### src/rtl/bp_io_req_arbiter.sv
// bp_io_req_arbiter: shares one IO command channel among num_req_p requesters.
// Round-robin grant, a global credit counter that limits outstanding commands,
// and tag-based routing of responses back to the requester that issued them.
// An out-of-range response tag, or a response that arrives with nothing
// outstanding, sets a sticky error flag.
module bp_io_req_arbiter #(
    parameter int num_req_p         = 2,
    parameter int msg_width_p       = 128,
    parameter int max_outstanding_p = 4,
    localparam int tag_w = (num_req_p > 1) ? $clog2(num_req_p) : 1,
    localparam int cnt_w = $clog2(max_outstanding_p + 1)
) (
    input  logic                           clk_i,
    input  logic                           reset_n_i,
    input  logic [num_req_p*msg_width_p-1:0] req_data_i,
    input  logic [num_req_p-1:0]           req_v_i,
    output logic [num_req_p-1:0]           req_yumi_o,
    output logic [msg_width_p-1:0]         io_cmd_o,
    output logic [tag_w-1:0]               io_cmd_tag_o,
    output logic                           io_cmd_v_o,
    input  logic                           io_cmd_ready_i,
    input  logic [msg_width_p-1:0]         io_resp_i,
    input  logic [tag_w-1:0]               io_resp_tag_i,
    input  logic                           io_resp_v_i,
    output logic                           io_resp_yumi_o,
    output logic [msg_width_p-1:0]         resp_o,
    output logic [num_req_p-1:0]           resp_v_o,
    input  logic [num_req_p-1:0]           resp_ready_i,
    input  logic                           drain_i,
    output logic [cnt_w-1:0]               outstanding_o,
    output logic                           idle_o,
    output logic                           err_o
);

    localparam logic [cnt_w-1:0] MaxCnt  = cnt_w'(max_outstanding_p);
    localparam logic [tag_w-1:0] LastTag = tag_w'(num_req_p - 1);

    logic [tag_w-1:0] r_rr;
    logic [cnt_w-1:0] r_count;
    logic             r_err;

    logic [tag_w-1:0] w_sel;
    logic             w_any;
    logic             w_can_issue;
    logic             w_grant;
    logic             w_tag_in_range;
    logic             w_resp_take;
    logic             w_resp_drop;

    // Round-robin search: first valid requester starting at r_rr, wrapping.
    always_comb begin
        int unsigned v_idx;
        v_idx = 0;
        w_sel = '0;
        w_any = 1'b0;
        for (int unsigned k = 0; k < num_req_p; k++) begin
            v_idx = (32'(r_rr) + k) % 32'(num_req_p);
            if (!w_any && req_v_i[tag_w'(v_idx)]) begin
                w_any = 1'b1;
                w_sel = tag_w'(v_idx);
            end
        end
    end

    // Command side: valid is independent of ready; yumi only on handshake.
    // Outputs are forced inactive while reset is held.
    always_comb begin
        w_can_issue  = reset_n_i & ~drain_i & (r_count < MaxCnt) & w_any;
        w_grant      = w_can_issue & io_cmd_ready_i;
        io_cmd_v_o   = w_can_issue;
        io_cmd_tag_o = w_sel;
        io_cmd_o     = '0;
        req_yumi_o   = '0;
        for (int unsigned k = 0; k < num_req_p; k++) begin
            if (tag_w'(k) == w_sel) begin
                io_cmd_o = req_data_i[k*msg_width_p +: msg_width_p];
            end
        end
        if (w_grant) begin
            req_yumi_o[w_sel] = 1'b1;
        end
    end

    // Response side: route by tag, or drop (consume without delivery) when
    // the tag names no requester.
    always_comb begin
        w_tag_in_range = (32'(io_resp_tag_i) < 32'(num_req_p));
        resp_o         = io_resp_i;
        resp_v_o       = '0;
        w_resp_take    = 1'b0;
        w_resp_drop    = reset_n_i & io_resp_v_i & ~w_tag_in_range;
        if (reset_n_i && io_resp_v_i && w_tag_in_range) begin
            resp_v_o[io_resp_tag_i] = 1'b1;
            w_resp_take             = resp_ready_i[io_resp_tag_i];
        end
        io_resp_yumi_o = w_resp_take | w_resp_drop;
    end

    // Pointer, credit count and sticky error state.
    always_ff @(posedge clk_i or negedge reset_n_i) begin
        if (!reset_n_i) begin
            r_rr    <= '0;
            r_count <= '0;
            r_err   <= 1'b0;
        end else begin
            if (w_grant) begin
                r_rr <= (w_sel == LastTag) ? '0 : w_sel + 1'b1;
            end
            if (w_grant && !w_resp_take) begin
                r_count <= r_count + 1'b1;
            end else if (!w_grant && w_resp_take) begin
                if (r_count == '0) begin
                    r_err <= 1'b1;
                end else begin
                    r_count <= r_count - 1'b1;
                end
            end
            if (w_resp_drop) begin
                r_err <= 1'b1;
            end
        end
    end

    assign outstanding_o = r_count;
    assign idle_o        = (r_count == '0);
    assign err_o         = r_err;

endmodule
### config.mk
export PLATFORM = sky130hd
export DESIGN_NAME = bp_io_req_arbiter
export DESIGN_NICKNAME = d
export VERILOG_FILES = /design/src/rtl/bp_io_req_arbiter.sv
export SDC_FILE = /design/constraint.sdc
export NUM_CORES = 1
export LEC_CHECK = 0
export CAP_MARGIN = 10
export CORE_AREA = 4 4 253 255
export CTS_CLUSTER_DIAMETER = 80
export DETAILED_ROUTE_END_ITERATION = 8
export DIE_AREA = 0 0 257 259
export GPL_ROUTABILITY_DRIVEN = 0
export SLEW_MARGIN = 10
export SYNTH_ARGS = -nofsm -noshare
export SYNTH_HDL_FRONTEND = slang
export SYNTH_SLANG_ARGS = --single-unit
### constraint.sdc
create_clock -name clk_i -period 5.91 [get_ports clk_i]
set_input_delay 1.773 -clock clk_i [delete_from_list [all_inputs] [get_ports clk_i]]
set_output_delay 1.773 -clock clk_i [all_outputs]
set_load 0.02 [all_outputs]
==> flow_summary_export.csv, run 1 <==
group,metric,value,unit
synthesis,ys_warn_count,0,
critical_path,cp-start-kind,"input pin",
route,totalWireLength,27.0,mm
route,ant_nets,0,
global_route,grt_usage,0.0744,
clock_network,clockBufferDepth,2,
job,cap_violations,0,
layout,regArea,125,sq um
layout,drive_above_1_share,0.253,
route,drt-initial-drc-count,56,
floorplan,dieArea,0.0666,sq mm
global_route,grt_pass1_wl,34.0,mm
global_route,grt_pass1_vias,3985,
layout,layout_commonest_cell,"clkdlybuf4s50_1",
layout,n_fill_cell,7061,
placement,io_buffers,405,
floorplan,coreArea,0.0616,sq mm
floorplan,die_w,257,microns
layout,mostFrequentLayoutCells,"402 x clkdlybuf4s50_1, 128 x mux2_2, 13 x buf_4",
clock_network,cts_resized,0,
power_and_ir_drop,powerDensity,168,mW/mm^2
floorplan,ioPinCount,662,
timing,hold_viol,0,
synthesis,syn_avg_cell_area,9.12,sq um
route,routedWlPerCell,18.9,microns
timing,finalSetupViolCount,0,
floorplan,core.rowCount,91,
timing,max_slew_margin,0.669,
route,drt_pre_antenna_iters,4,
global_route,grt_max_degree,52,
global_route,gr-total-overflow,0,
timing,worst_pin_slew,491,ps
route,drcViolationCount,0,
timing,whs,458,ps
critical_path,critPathKind,"in -> out",
run_status,status,"completed",
timing,setup_tns,0,ps
critical_path,worstSetupEndpointType,"output port",
placement,dpl.cell_count,1422,
power_and_ir_drop,power_leakage,2.39,nW
route,viasPerCell,2.42,
clock_network,cts_tree,"yes",
synthesis,yosys_register_bits,5,
critical_path,cp.required,4140,ps
min_path,hp-class,"reg -> reg",
clock_network,ctsHoldBuffers,0,
clock_network,clk_pin_slew,30,ps
timing,rsz0062_at_grt,"no",
synthesis,ys_types,23,
clock_network,clock_latency,230,ps
critical_path,cp_data_arrival_time,4050,ps
layout,area_growth,152,%
floorplan,dieHeight,259,microns
timing,finalCritPeriodShare,0.985,
critical_path,crit_fanout,35,
clock_network,post_cts_buffers,0,
layout,num-nets-final,987,
route,num_vias,3465,
placement,hpwl,25.2,mm
power_and_ir_drop,ir_drop,231,uV
timing,clock.fmax,172,MHz
clock_network,numCtsBuffers,3,
layout,fin_cells,1433,
clock_network,clockRootBuffer,"clkbuf_16",
timing,drv_slew,0,
floorplan,initial_utilization,0.0459,
clock_network,cts_max_level,1,
clock_network,cts_sinks,5,
synthesis,syn_inst,310,
layout,multi_input_comb_area,0.00165,sq mm
synthesis,ys_seq_area_frac,0.0442,
timing,fin_crit,5820,ps
timing,fin_skew,0.198,ps
global_route,antenna_found_initial,13,
synthesis,synth.cell_area,0.00283,sq mm
synthesis,syn_nets,707,
-- final timing paths --
path | start | end | slack, ps | cells past startpoint
min | err_o$_DFFE_PN0P_ | err_o$_DFFE_PN0P_ | 460 | 1
max in group asynchronous | reset_n_i | outstanding_o[0]$_DFFE_PN0P_ | 3860 | 2
min reg2reg | err_o$_DFFE_PN0P_ | err_o$_DFFE_PN0P_ | 460 | 1
max reg2reg | outstanding_o[2]$_DFFE_PN0P_ | outstanding_o[2]$_DFFE_PN0P_ | 3140 | 8
min in group asynchronous | reset_n_i | err_o$_DFFE_PN0P_ | 1920 | 2
max | req_v_i[0] | io_cmd_o[61] | 90 | 7
-- cell families after synthesis --
group           synth area share
fa+ha+maj                 0.0159
flops                     0.0442
simple gates              0.0257
xor+xnor                 0.00310
compound gates            0.0212
buf+inv                    0.377
mux                        0.513
-- registers in the layout, indices dropped and copies added, names as in the netlist --
| name | flops |
|---|---|
| outstanding_o | 3 |
| err_o | 1 |
| r_rr | 1 |
-- Yosys cell counts (all sizes together) --
cell type,number,area share
clkbuf,1,0.0013
nor4,1,0.0022
mux2,128,0.51
fa,1,0.0071
and3,1,0.0027
a22oi,2,0.0053
xor2,1,0.0031
o21ai,3,0.0053
nor3,3,0.0053
mux2i,1,0.0035
a21o,2,0.0053
dfrtp,5,0.044
nor2,4,0.0053
a31oi,1,0.0022
ha,2,0.0088
or4,1,0.0027
inv,6,0.0080
a22o,1,0.0031
nand2,3,0.0040
or4b,1,0.0035
buf,142,0.37
-- power by group --
part | internal (mW) | leakage (nW) | total [mW] | switching, mW
Sequential | 0.0506 | 0.0576 | 0.0767 | 0.0261
Clock | 0.0893 | 0.0382 | 0.110 | 0.0211
Combinational | 0.570 | 2.30 | 1.01 | 0.438
Total | 0.710 | 2.39 | 1.20 | 0.486
-- critical path, cell delays in order --
cell	delay, ps
clkdlybuf4s50_1	520
inv_1	90
o21ai_4	230
buf_12	240
buf_4	220
mux2_2	340
clkdlybuf4s50_1	550
-- per-stage QoR --
stage / setup WS, ps / utilization / area, sq um / power (mW)
5_1_grt: 16.4 / 0.115 / 7110 / 1.26
3_5_place_dp: 82.5 / 0.114 / 7030 / 1.10
4_1_cts: 80.1 / 0.115 / 7100 / 1.22
6_report: 88.0 / 0.116 / 7120 / 1.20
2_1_floorplan: 1280 / - / 2830 / 0.651
3_3_place_gp: 104 / 0.114 / 7030 / 1.09
-- routing by layer --
metal	GRT usage	wire length, microns	up-vias
li1	-	-	1506
met4	0.0220	762	2
met1	0.0549	7140	1473
met5	0	13	-
met2	0.146	14400	455
met3	0.0560	4780	29
-- area by class of cell --
type / count / share of cell area
Antenna cell: 7 / 0.00246
Inverter: 6 / 0.00316
Tap cell: 837 / 0.147
Sequential cell: 5 / 0.0176
Timing Repair Buffer: 418 / 0.587
Multi-Input combinational cell: 156 / 0.232
Clock buffer: 4 / 0.0111
No activity file was read; power rests on OpenSTA's default activity.
==> inputs of run 2 (changes only) <==
Settings changed: GPL_TIMING_DRIVEN set to 0.
==> run 2 against run 1 <==
Critical endpoint is now req_yumi_o[1]. Largest power group unchanged. Cell count increased by 18%. Routed wire length grew 10%. Flip-flop and latch count unchanged. Clock skew grew 1.8 ps.
==> flow_summary_export.csv, run 2 (synthesis results as in run 1) <==
group,metric,value,unit
global_route,top_usage_layer,"met2",
critical_path,critPathKind,"in -> out",
power_and_ir_drop,power_leakage,3.51,nW
critical_path,worstRegToRegCells,8,
power_and_ir_drop,ir_drop,166,uV
route,num_vias,4426,
clock_network,numCtsBuffers,3,
global_route,use_met1,0.0669,
route,routedWlPerCell,17.6,microns
clock_network,cts_resized,19,
route,totalWireLength,29.8,mm
placement,dpl.cell_count,1680,
job,cap_violations,0,
route,drt-initial-drc-count,78,
clock_network,clk_pin_slew,30,ps
timing,worst_pin_slew,530,ps
timing,hold_viol,0,
layout,drive_above_1_share,0.326,
timing,rsz0062_at_grt,"no",
global_route,grtUsageMet3,0.0421,
critical_path,cp-start-kind,"input pin",
global_route,gr-total-overflow,0,
route,drcViolationCount,0,
critical_path,cp.required,4140,ps
route,ant_nets,0,
layout,area_growth,230,%
critical_path,crit_fanout,8,
route,viasPerCell,2.62,
route,drt_pre_antenna_iters,4,
clock_network,cts_max_level,1,
power_and_ir_drop,p_total,1.42,mW
floorplan,dieArea,0.0666,sq mm
power_and_ir_drop,powerDensity,152,mW/mm^2
clock_network,clockRootBuffer,"clkbuf_16",
clock_network,post_cts_buffers,0,
timing,finalSetupViolCount,0,
timing,fin_crit,5770,ps
global_route,grt_pass1_wl,38.2,mm
timing,drv_slew,0,
timing,clock.fmax,173,MHz
floorplan,core.rowCount,91,
layout,layout_commonest_cell,"clkdlybuf4s50_1",
global_route,grt_pass1_vias,5135,
placement,io_buffers,533,
clock_network,cts_tree,"yes",
min_path,hp-class,"reg -> reg",
clock_network,clock_latency,230,ps
critical_path,cp_data_arrival_time,3990,ps
layout,fin_cells,1692,
layout,mostFrequentLayoutCells,"521 x clkdlybuf4s50_1, 132 x buf_4, 128 x mux2_2",
layout,num-nets-final,1245,
global_route,grt_max_degree,11,
floorplan,coreArea,0.0616,sq mm
min_path,holdPathStages,1,
floorplan,die_w,257,microns
timing,fin_skew,1.96,ps
critical_path,worstSetupEndpointType,"output port",
clock_network,ctsHoldBuffers,0,
clock_network,cts_sinks,5,
timing,finalCritPeriodShare,0.976,
floorplan,ioPinCount,662,
global_route,antenna_found_initial,15,
run_status,status,"completed",
placement,hpwl,27.7,mm
timing,max_slew_margin,0.643,
clock_network,clockBufferDepth,2,
global_route,grt_usage,0.0812,
floorplan,dieHeight,259,microns
layout,largest_reg_flops,3,
floorplan,initial_utilization,0.0459,
global_route,grt_use_met2,0.163,
run 2: cell count changes in the layout (fill, tap and decap cells not counted), sizes merged:
| cell | change |
|---|---|
| clkinv | +1 |
| clkbuf | +3 |
| buf | +123 |
| dlygate4sd2 | +12 |
| clkdlybuf4s50 | +119 |
| diode | +1 |
run 2: metrics by stage:
stage               cell area (sq um)  setup TNS (ps)  setup slack [ps]   util  hold slack, ps
floorplan                        2830               0              1280      -             498
global placement                 9210          -54790              -680  0.150             449
detailed placement               9210          -48710              -611  0.150             450
CTS                              9300               0              24.5  0.151             458
global route                     9320               0              6.79  0.151             479
finish                           9330               0               145  0.151             454
run 2: final timing paths:
kind	from	endpoint	slack (ps)
max in group asynchronous	reset_n_i	r_rr$_DFFE_PN0P_	4070
worst max-delay path	reset_n_i	req_yumi_o[1]	140
worst min-delay path	err_o$_DFFE_PN0P_	err_o$_DFFE_PN0P_	450
worst max register to register	outstanding_o[2]$_DFFE_PN0P_	outstanding_o[2]$_DFFE_PN0P_	3170
min in group asynchronous	reset_n_i	outstanding_o[0]$_DFFE_PN0P_	1570
worst min register to register	err_o$_DFFE_PN0P_	err_o$_DFFE_PN0P_	450
run 2: where the power goes:
group	internal [mW]	total (mW)	switching (mW)
clock network	0.0885	0.112	0.0237
registers	0.0506	0.0766	0.0261
logic	0.683	1.23	0.544
run 2: cell type report:
type                    instances  area (sq um)
diodes                          8          20.0
plain buffers                 143          1070
clock buffers                   3          75.1
clock inverters                 1          5.00
fillers                      6976         52300
inverters                       6          22.5
multi-input cells             156          1650
flip-flops and latches          5           125
well taps                     837          1050
repair buffers                533          5320
run 2: per-layer routing:
metal | up-vias | part of all wire
met1 | 1983 | 0.30
met5 | - | 0.0010
met2 | 384 | 0.55
met3 | 30 | 0.12
li1 | 2023 | -
met4 | 6 | 0.034
run 2: worst max-delay path, cell delays in order:
cell	delay, ps
dlygate4sd2_1	430
o21ai_0	320
or4b_1	560
clkbuf_1	180
nor2_1	120
clkdlybuf4s50_1	610
